**src/rtl/mem_loader.sv**
```systemverilog
// mem_loader: receives a framed byte stream and writes its payload as 64-bit
// words into port b of a data memory.
//
// Frame: 0xA5, count_hi, count_lo, 8*N data bytes, checksum (XOR of the data
// bytes). N = {count_hi, count_lo} must lie in 1 .. 2^ADDR_W.
//
// Ports:
//   clk      system clock, all logic on the rising edge
//   rst_n    asynchronous active-low reset
//   rx_data  received byte
//   rx_valid one-cycle strobe qualifying rx_data
//   enb/web  memory port-b enable / write enable (always equal, write only)
//   addrb    memory port-b word address
//   dinb     memory port-b write data
//   busy     high while a frame is in progress
//   done     one-cycle pulse when a frame ends (good, bad or timed out)
//   err      error flag for the last frame, held until the next sync byte
module mem_loader #(
  parameter int ADDR_W  = 14,
  parameter int TIMEOUT = 1000000
) (
  input  logic              clk,
  input  logic              rst_n,
  input  logic [7:0]        rx_data,
  input  logic              rx_valid,
  output logic              enb,
  output logic              web,
  output logic [ADDR_W-1:0] addrb,
  output logic [63:0]       dinb,
  output logic              busy,
  output logic              done,
  output logic              err
);

  // Wide enough to compare the 16-bit count against 2^ADDR_W without overflow.
  localparam int CW = ((ADDR_W > 16) ? ADDR_W : 16) + 1;
  localparam int TW = $clog2(TIMEOUT + 1);

  typedef enum logic [2:0] {IDLE, LEN_HI, LEN_LO, DATA, CSUM} state_t;

  state_t              state, state_d;
  logic [7:0]          len_hi;
  logic [15:0]         n_len;
  logic [15:0]         n_in;
  logic [2:0]          byte_cnt;
  logic [ADDR_W-1:0]   word_idx;
  logic [63:0]         asm_word;
  logic [7:0]          csum;
  logic [TW-1:0]       tmo_cnt;
  logic                tmo_hit;
  logic                len_ok;
  logic                word_end;
  logic                last_word;

  assign n_in      = {len_hi, rx_data};
  assign len_ok    = (n_in != 16'd0) && (CW'(n_in) <= (CW'(1) << ADDR_W));
  assign word_end  = (state == DATA) && rx_valid && (byte_cnt == 3'd7);
  assign last_word = (CW'(word_idx) + CW'(1)) == CW'(n_len);
  // Fires on the TIMEOUT-th consecutive cycle without a byte.
  assign tmo_hit   = (state != IDLE) && !rx_valid && (tmo_cnt == TW'(TIMEOUT - 1));
  assign busy      = (state != IDLE);

  // State register
  always_ff @(posedge clk or negedge rst_n) begin
    if (!rst_n) state <= IDLE;
    else        state <= state_d;
  end

  // Next-state logic
  always_comb begin
    state_d = state;
    unique case (state)
      IDLE:    if (rx_valid && rx_data == 8'hA5) state_d = LEN_HI;
      LEN_HI:  if (rx_valid) state_d = LEN_LO;
      LEN_LO:  if (rx_valid) state_d = len_ok ? DATA : IDLE;
      DATA:    if (word_end && last_word) state_d = CSUM;
      CSUM:    if (rx_valid) state_d = IDLE;
      default: state_d = IDLE;
    endcase
    if (tmo_hit) state_d = IDLE;
  end

  // Datapath, memory strobes and status flags
  always_ff @(posedge clk or negedge rst_n) begin
    if (!rst_n) begin
      enb      <= 1'b0;
      web      <= 1'b0;
      addrb    <= '0;
      dinb     <= '0;
      done     <= 1'b0;
      err      <= 1'b0;
      len_hi   <= '0;
      n_len    <= '0;
      byte_cnt <= '0;
      word_idx <= '0;
      asm_word <= '0;
      csum     <= '0;
      tmo_cnt  <= '0;
    end else begin
      enb  <= 1'b0;
      web  <= 1'b0;
      done <= 1'b0;

      if (state == IDLE || rx_valid || tmo_hit) tmo_cnt <= '0;
      else                                      tmo_cnt <= tmo_cnt + TW'(1);

      if (rx_valid) begin
        unique case (state)
          IDLE: if (rx_data == 8'hA5) begin
            err      <= 1'b0;
            word_idx <= '0;
            byte_cnt <= '0;
            csum     <= '0;
          end
          LEN_HI: len_hi <= rx_data;
          LEN_LO: begin
            n_len <= n_in;
            if (!len_ok) begin
              err  <= 1'b1;
              done <= 1'b1;
            end
          end
          DATA: begin
            // Big-endian assembly: the first byte of a word ends up in [63:56].
            asm_word <= {asm_word[55:0], rx_data};
            csum     <= csum ^ rx_data;
            byte_cnt <= byte_cnt + 3'd1;
            if (byte_cnt == 3'd7) begin
              dinb     <= {asm_word[55:0], rx_data};
              enb      <= 1'b1;
              web      <= 1'b1;
              addrb    <= word_idx;
              word_idx <= word_idx + ADDR_W'(1);
            end
          end
          CSUM: begin
            done <= 1'b1;
            err  <= (rx_data != csum);
          end
          default: ;
        endcase
      end

      // A timed-out frame is dropped; any partially assembled word is never written.
      if (tmo_hit) begin
        err  <= 1'b1;
        done <= 1'b1;
      end
    end
  end

endmodule

```
**config.mk**
```make
export PLATFORM = sky130hd
export DESIGN_NAME = mem_loader
export DESIGN_NICKNAME = d
export VERILOG_FILES = /design/src/rtl/mem_loader.sv
export SDC_FILE = /design/constraint.sdc
export NUM_CORES = 1
export LEC_CHECK = 0
export CAP_MARGIN = 20
export CORE_MARGIN = 2
export CORE_UTILIZATION = 30
export DETAILED_ROUTE_END_ITERATION = 7
export GPL_TIMING_DRIVEN = 0
export SYNTH_ARGS = -nofsm -noshare
export SYNTH_HDL_FRONTEND = slang
export SYNTH_SLANG_ARGS = --single-unit
export TNS_END_PERCENT = 20
```
**constraint.sdc**
```tcl
create_clock -name clk -period 2.94 [get_ports clk]
set_input_delay 0.294 -clock clk [delete_from_list [all_inputs] [get_ports clk]]
set_output_delay 0.294 -clock clk [all_outputs]
set_load 0.02 [all_outputs]
```
==> impl_metrics.toml, run 1 <==
[final_layout]
layout.nets = 1095
filler_cell_count = 3051
final_core_util_pct = 38.00
antenna_diode_count = 0
finish.cell_count_without_fillers = 1487
multiInputGateArea_sq_mm = 0.003496
area_growth_syn_to_layout_pct = 24.58
layout_cells_sized_above_1_pct = 7.840
seqCellArea_sq_mm = 0.005230
finalInstanceArea_sq_mm = 0.01126

[drt]
wl_um = 22080
avgViaCountPerCell = 4.640
via_count = 6900
detail_route.first_pass.iterations = 5
post_dr_wirelength_cell_um = 14.85
detail-route-antenna-nets = 0
first_iter_violations = 416
drc = 0

[pwr]
sequentialPowerShare_pct = 46.8
share_comb_of_total_power_pct = 18.4
vdd_drop_max_mv = 0.4018
netSwitchingPower_mw = 2.459
internal_power_mw = 5.834
cellPowerDensity_mw_per_mm2 = 736.3
switching_share_pct = 29.65
power.clock.fraction_pct = 34.8
p_leak_nw = 5.317

[placed_design]
post-place-ws_ps = 93.89
gp_congestion = 0.7990
placedInstanceArea_sq_mm = 0.01048
place.port_buffers = 89
dpl.cell_count = 1443
dp_hpwl_um = 15470

[sta]
finClkSkew_ps = 13.50
min_period_over_period_pct = 90.32
final_setup_violation_count = 0
min_period_ps = 2656
hold_viol = 0
grt_setup_unrepaired = "false"
clock.fmax_ghz = 0.3766
timing.max_slew.rel_slack_pct = 28.80
timing_worst_slew_pin_value_ps = 1066
slew_violations = 0
fin_tns_setup_ps = 0
setup_ws_ps = 284.4

[die]
boundaryPins = 94
die_extent_in_y_um = 177.6
fp.coreArea_sq_mm = 0.02964
die_w_um = 177.6
row_count = 63
initial_utilization_pct = 30.50
floorplan.die_area_sq_mm = 0.03154

[yosys]
synth-warning-count = 0
syn-cell-area_sq_mm = 0.009041
synth-async-reset-ratio_pct = 100.0
seq_area_frac_synth_pct = 57.85
synth_ff_type = "sky130_fd_sc_hd__dfrtp_1"
netlist_top_cells_count = "382 x sky130_fd_sc_hd__nand2_1, 209 x sky130_fd_sc_hd__dfrtp_1, 62 x sky130_fd_sc_hd__o21ai_0, 50 x sky130_fd_sc_hd__nor2_1, 38 x sky130_fd_sc_hd__clkbuf_1"
synth_top_area_share_pct = 57.85
synth.most_common_cell = "sky130_fd_sc_hd__nand2_1"
yosysUniqueCellTypes = 58
synth-edff-count = 0
synth_area_leaders = "sky130_fd_sc_hd__dfrtp_1 58%, sky130_fd_sc_hd__nand2_1 16%, sky130_fd_sc_hd__o21ai_0 3.4%"
syn_nets = 977
postSynthRegisterBits = 209
synth_top_area_cell = "sky130_fd_sc_hd__dfrtp_1"
synth_area_per_cell_sq_um = 9.398
post_synth_inst_count = 962

[grt]
grt_antenna_before_repair = 0
grt_start_max_net_pins = 95
grt_overflow = 0
vias_in_the_first_global_route = 6885
groute.usage.overall_pct = 14.46
grt_pass1_wl_um = 36830

[clock_network]
clock_pin_slew_on_the_worst_setup_and_hold_paths_ps = 60
clock-sinks = 209
cts_setup_buffers = 0
cts_root_buffer = "sky130_fd_sc_hd__clkbuf_16"
clockBufferDepth = 3
htree_levels = 1
clock_latency_ps = 510
numCtsBuffers = 24
cts_tree = "done"

[setup_path]
path_max_fanout = 7
worst_setup_path_end_kind = "output port"
critical_path.cell_chain = "nor3_1, inv_1, clkdlybuf4s50_1"
critPathSlowestCell = "sky130_fd_sc_hd__nor3_1"
cp_slowest_stage_delay_ps = 680
cp_top_family = "buffers and inverters"
crit_type = "flip-flop to output port"
arr_time_crit_path_ps = 2360
cp-start-kind = "flip-flop"
required_ps = 2650
timing.critical_path.buf_inv = 2

[run_status]
status = "finished, final reports clean"

[flow_run]
maxCapViolCount = 0

[worst_hold_path]
min_path_type = "primary input to flip-flop"
path summary, 6_finish.rpt:
path                                           from                    to  slack [ps]  cells after the start
setup / recovery               state[0]$_DFFE_PN0P_                  busy         280                      3
hold / removal                           rx_data[2]   dinb[2]$_DFFE_PN0P_         170                      3
setup reg to reg            word_idx[0]$_DFFE_PN0P_  state[0]$_DFFE_PN0P_         390                      8
hold reg to reg            asm_word[50]$_DFFE_PN0P_  dinb[58]$_DFFE_PN0P_         470                      2
max in group asynchronous                     rst_n  tmo_cnt[9]$_DFF_PN0_        1580                      4
min in group asynchronous                     rst_n  dinb[51]$_DFFE_PN0P_         220                      2
cell type report:
type / count / share of cell area [%]
plain buffers: 55 / 2.366
clock buffers: 32 / 6.054
clock inverters: 11 / 0.8109
inverters: 13 / 0.4332
multi-input cells: 685 / 31.04
flip-flops and latches: 209 / 46.43
well taps: 390 / 4.332
repair buffers: 92 / 8.531
kinds of logic after synthesis:
family                     count (synthesis)  synth area share (%)
adders and majority gates                  4                0.5536
DFF                                      209                 57.85
muxes                                     24                 2.989
and+or+nand+nor                          507                 23.48
AOI/OAI and AO/OA                        105                 7.279
xor gates and xnor gates                  45                 4.359
buffers and inverters                     68                 3.487
registers in the layout (all words and copies together) (netlist names):
name / cells
err: 1
csum: 8
word_idx: 14
len_hi: 8
done: 1
dinb: 64
web: 1
n_len: 16
asm_word: 56
tmo_cnt: 20
state: 3
addrb: 14
byte_cnt: 3
routing by layer:
metal	vias to the layer above	routed length [um]	global-route usage, %
met2	135	10290	22.79
met1	3364	10460	20.76
met4	0	361	3.313
met5	-	0	0
li1	3380	-	-
met3	21	973	2.485
stage by stage:
step / power [mW] / hold WS (ps)
after detailed placement: 5.456 / 155.7
after global placement: 5.400 / 456.4
after CTS: 8.386 / 166.2
after global routing: 8.782 / 193.4
final: 8.293 / 170.8
after floorplan: 4.905 / -1.591
cells in the final DEF (no fill, tap or decap), types with 5 or more instances in the layout:
cell | Yosys | routed
sky130_fd_sc_hd__and3_1 | 7 | 7
sky130_fd_sc_hd__buf_1 | 8 | 8
sky130_fd_sc_hd__clkbuf_1 | 38 | 42
sky130_fd_sc_hd__clkbuf_16 | 0 | 25
sky130_fd_sc_hd__clkbuf_8 | 5 | 8
sky130_fd_sc_hd__clkdlybuf4s50_1 | 0 | 88
sky130_fd_sc_hd__clkinv_2 | 0 | 7
sky130_fd_sc_hd__dfrtp_1 | 209 | 209
sky130_fd_sc_hd__inv_1 | 12 | 12
sky130_fd_sc_hd__mux2_2 | 24 | 24
sky130_fd_sc_hd__nand2_1 | 382 | 382
sky130_fd_sc_hd__nand3_1 | 16 | 16
sky130_fd_sc_hd__nand4_1 | 11 | 11
sky130_fd_sc_hd__nor2_1 | 50 | 50
sky130_fd_sc_hd__nor3_1 | 8 | 8
sky130_fd_sc_hd__nor4_1 | 5 | 5
sky130_fd_sc_hd__o21ai_0 | 62 | 62
sky130_fd_sc_hd__o31ai_1 | 9 | 9
sky130_fd_sc_hd__xnor2_1 | 29 | 29
sky130_fd_sc_hd__xor2_1 | 16 | 16
power by group through the flow:
stage                     Combinational, mW  Sequential (mW)  Clock [mW]
after CTS                              1.54             3.88        2.96
after global routing                   1.74             3.97        3.08
final                                  1.52             3.88        2.89
after global placement                 1.48             3.92           0
after detailed placement               1.53             3.93           0
after floorplan                        1.09             3.81           0
repair_timing:
item | in CTS | in global routing
endpoints found under the hold margin | 26 | 0
resized for setup | 0 | 0
hold buffers | 1 | 0
worst reg2reg max path, cell delays in order (launching register included):
cell and delay, ps:
sky130_fd_sc_hd__dfrtp_1 530, sky130_fd_sc_hd__ha_1 200, sky130_fd_sc_hd__clkbuf_1 290, sky130_fd_sc_hd__nand3_1 210, sky130_fd_sc_hd__or2_1 320, sky130_fd_sc_hd__nor3_1 200
sky130_fd_sc_hd__o21ai_1 120, sky130_fd_sc_hd__nor4_2 430, sky130_fd_sc_hd__o22ai_1 120
No activity file was read; power rests on OpenSTA's default activity.
==> run 2: changes to the inputs <==
--- a/config.mk
+++ b/config.mk
@@ -8,6 +8,7 @@
 export CAP_MARGIN = 20
 export CORE_MARGIN = 2
 export CORE_UTILIZATION = 30
+export CTS_BUF_LIST = sky130_fd_sc_hd__clkbuf_4 sky130_fd_sc_hd__clkbuf_8
 export DETAILED_ROUTE_END_ITERATION = 7
 export GPL_TIMING_DRIVEN = 0
 export SYNTH_ARGS = -nofsm -noshare
==> impl_metrics.toml, run 2 (synthesis gave the netlist of run 1 again) <==
[run_status]
status = "finished, final reports clean"

[final_layout]
antenna_diode_count = 0
registers.top_by_ff_count = "dinb"
layout_cells_sized_above_1_pct = 10.25
number_of_flip_flops_under_the_largest_register_name = 64
mostFrequentLayoutCells = "382 x sky130_fd_sc_hd__nand2_1, 209 x sky130_fd_sc_hd__dfrtp_1, 88 x sky130_fd_sc_hd__clkdlybuf4s50_1"
layout_top_registers = "dinb (64), asm_word (56), tmo_cnt (20)"
mostFrequentLayoutCell = "sky130_fd_sc_hd__nand2_1"
finalInstanceArea_sq_mm = 0.01129
area_growth_syn_to_layout_pct = 24.91
layout.nets = 1109

[clock_network]
post_cts_resize_count = 0
numCtsBuffers = 38
clock-sinks = 209
clockBufferDepth = 3
clock_latency_ps = 540
cts_root_buffer = "sky130_fd_sc_hd__clkbuf_8"
cts_setup_buffers = 0
cts-hold-fix-buffers = 1
clock_pin_slew_on_the_worst_setup_and_hold_paths_ps = 60
cts_tree = "done"
htree_levels = 2

[sta]
timing_worst_slew_pin_value_ps = 1038
slew_violations = 0
hold_viol = 0
final_setup_violation_count = 0
grt_setup_unrepaired = "false"
min_period_ps = 2681
min_period_over_period_pct = 91.20
timing.max_slew.rel_slack_pct = 30.68
fin_tns_setup_ps = 0
finClkSkew_ps = 27.17
clock.fmax_ghz = 0.3730

[drt]
first_iter_violations = 404
avgViaCountPerCell = 4.626
wl_um = 22320
detail_route.first_pass.iterations = 5
detail-route-antenna-nets = 0
drc = 0
post_dr_wirelength_cell_um = 14.76
via_count = 6995

[grt]
grt_overflow = 0
groute.usage.overall_pct = 14.75
grt_pass1_wl_um = 37320
vias_in_the_first_global_route = 7064
grt_start_max_net_pins = 95
grt_antenna_before_repair = 0

[die]
initial_utilization_pct = 30.50
die_extent_in_y_um = 177.6
row_count = 63
fp.coreArea_sq_mm = 0.02964
die_w_um = 177.6
boundaryPins = 94
floorplan.die_area_sq_mm = 0.03154

[worst_hold_path]
hold_end = "dinb[2]$_DFFE_PN0P_"
min_path_type = "primary input to flip-flop"
hold-path-cell-count = 3
hold_path_startpoint = "rx_data[2]"

[pwr]
cellPowerDensity_mw_per_mm2 = 733.3
p_leak_nw = 5.365
vdd_drop_max_mv = 0.2690

[placed_design]
place.port_buffers = 89
dp_hpwl_um = 15470
placedInstanceArea_sq_mm = 0.01048
gp_congestion = 0.7990

[setup_path]
critPathSlowestCell = "sky130_fd_sc_hd__nor3_1"
worst_r2r_path_depth = 8
required_ps = 2650
worst_setup_path_end_kind = "output port"
regToRegStartpoint = "word_idx[0]$_DFFE_PN0P_"
critical_path.reg2reg.endpoint = "state[0]$_DFFE_PN0P_"
r2r_setup_slk_ps = 370
critical_path.cell_chain = "nor3_1, inv_1, clkdlybuf4s50_1"
arr_time_crit_path_ps = 2390
path_max_fanout = 7
cp-start-kind = "flip-flop"
crit_type = "flip-flop to output port"
cp_slowest_stage_delay_ps = 670

[flow_run]
maxCapViolCount = 0
-- run 2: through the flow --
stage	hold slack (ps)	util [%]	cells	power [mW]	setup slack, ps
finish	158.9	38.10	1512	8.281	258.8
global route	169.7	38.10	1512	8.792	148.2
CTS	151.3	38.10	1512	8.384	233.3
detailed placement	155.7	35.36	1443	5.456	93.89
global placement	456.4	35.16	1441	5.400	-7381
floorplan	-1.591	-	962	4.905	862.4
-- run 2: how the worst max path moves through the flow --
| stage | start | endpoint | slack [ps] | depth (start not counted) |
|---|---|---|---|---|
| after floorplan | word_idx[0]$_DFFE_PN0P_ | state[0]$_DFFE_PN0P_ | 860 | 6 |
| after global placement | rst_n | tmo_cnt[9]$_DFF_PN0_ | -7380 | 1 |
| after detailed placement | rx_valid | dinb[47]$_DFFE_PN0P_ | 90 | 9 |
| final | state[0]$_DFFE_PN0P_ | busy | 260 | 3 |
| after global routing | word_idx[0]$_DFFE_PN0P_ | state[0]$_DFFE_PN0P_ | 150 | 8 |
| after CTS | state[0]$_DFFE_PN0P_ | busy | 230 | 3 |
-- run 2: cell type report --
class / instances / area, sq um
well taps: 390 / 488.0
clock inverters: 7 / 70.07
plain buffers: 55 / 266.5
inverters: 13 / 48.80
flip-flops and latches: 209 / 5230
multi-input cells: 685 / 3496
repair buffers: 92 / 960.9
fillers: 3069 / 18350
clock buffers: 61 / 733.2
-- run 2: worst max-delay path: cells and delay by family (launching register included) --
kind	cells	cell delay, ps
flops	1	400
buf+inv	2	770
simple gates	1	670
-- run 2: where the power goes --
group	internal, mW	total (mW)	switching (mW)
Sequential	3.44	3.88	0.443
Clock	1.67	2.87	1.20
Combinational	0.678	1.52	0.847
-- run 2: per-layer routing --
metal	wire (um)	GRT usage [%]
met4	492	4.986
met3	1162	2.913
met1	10320	20.50
met5	0	0
met2	10350	22.98
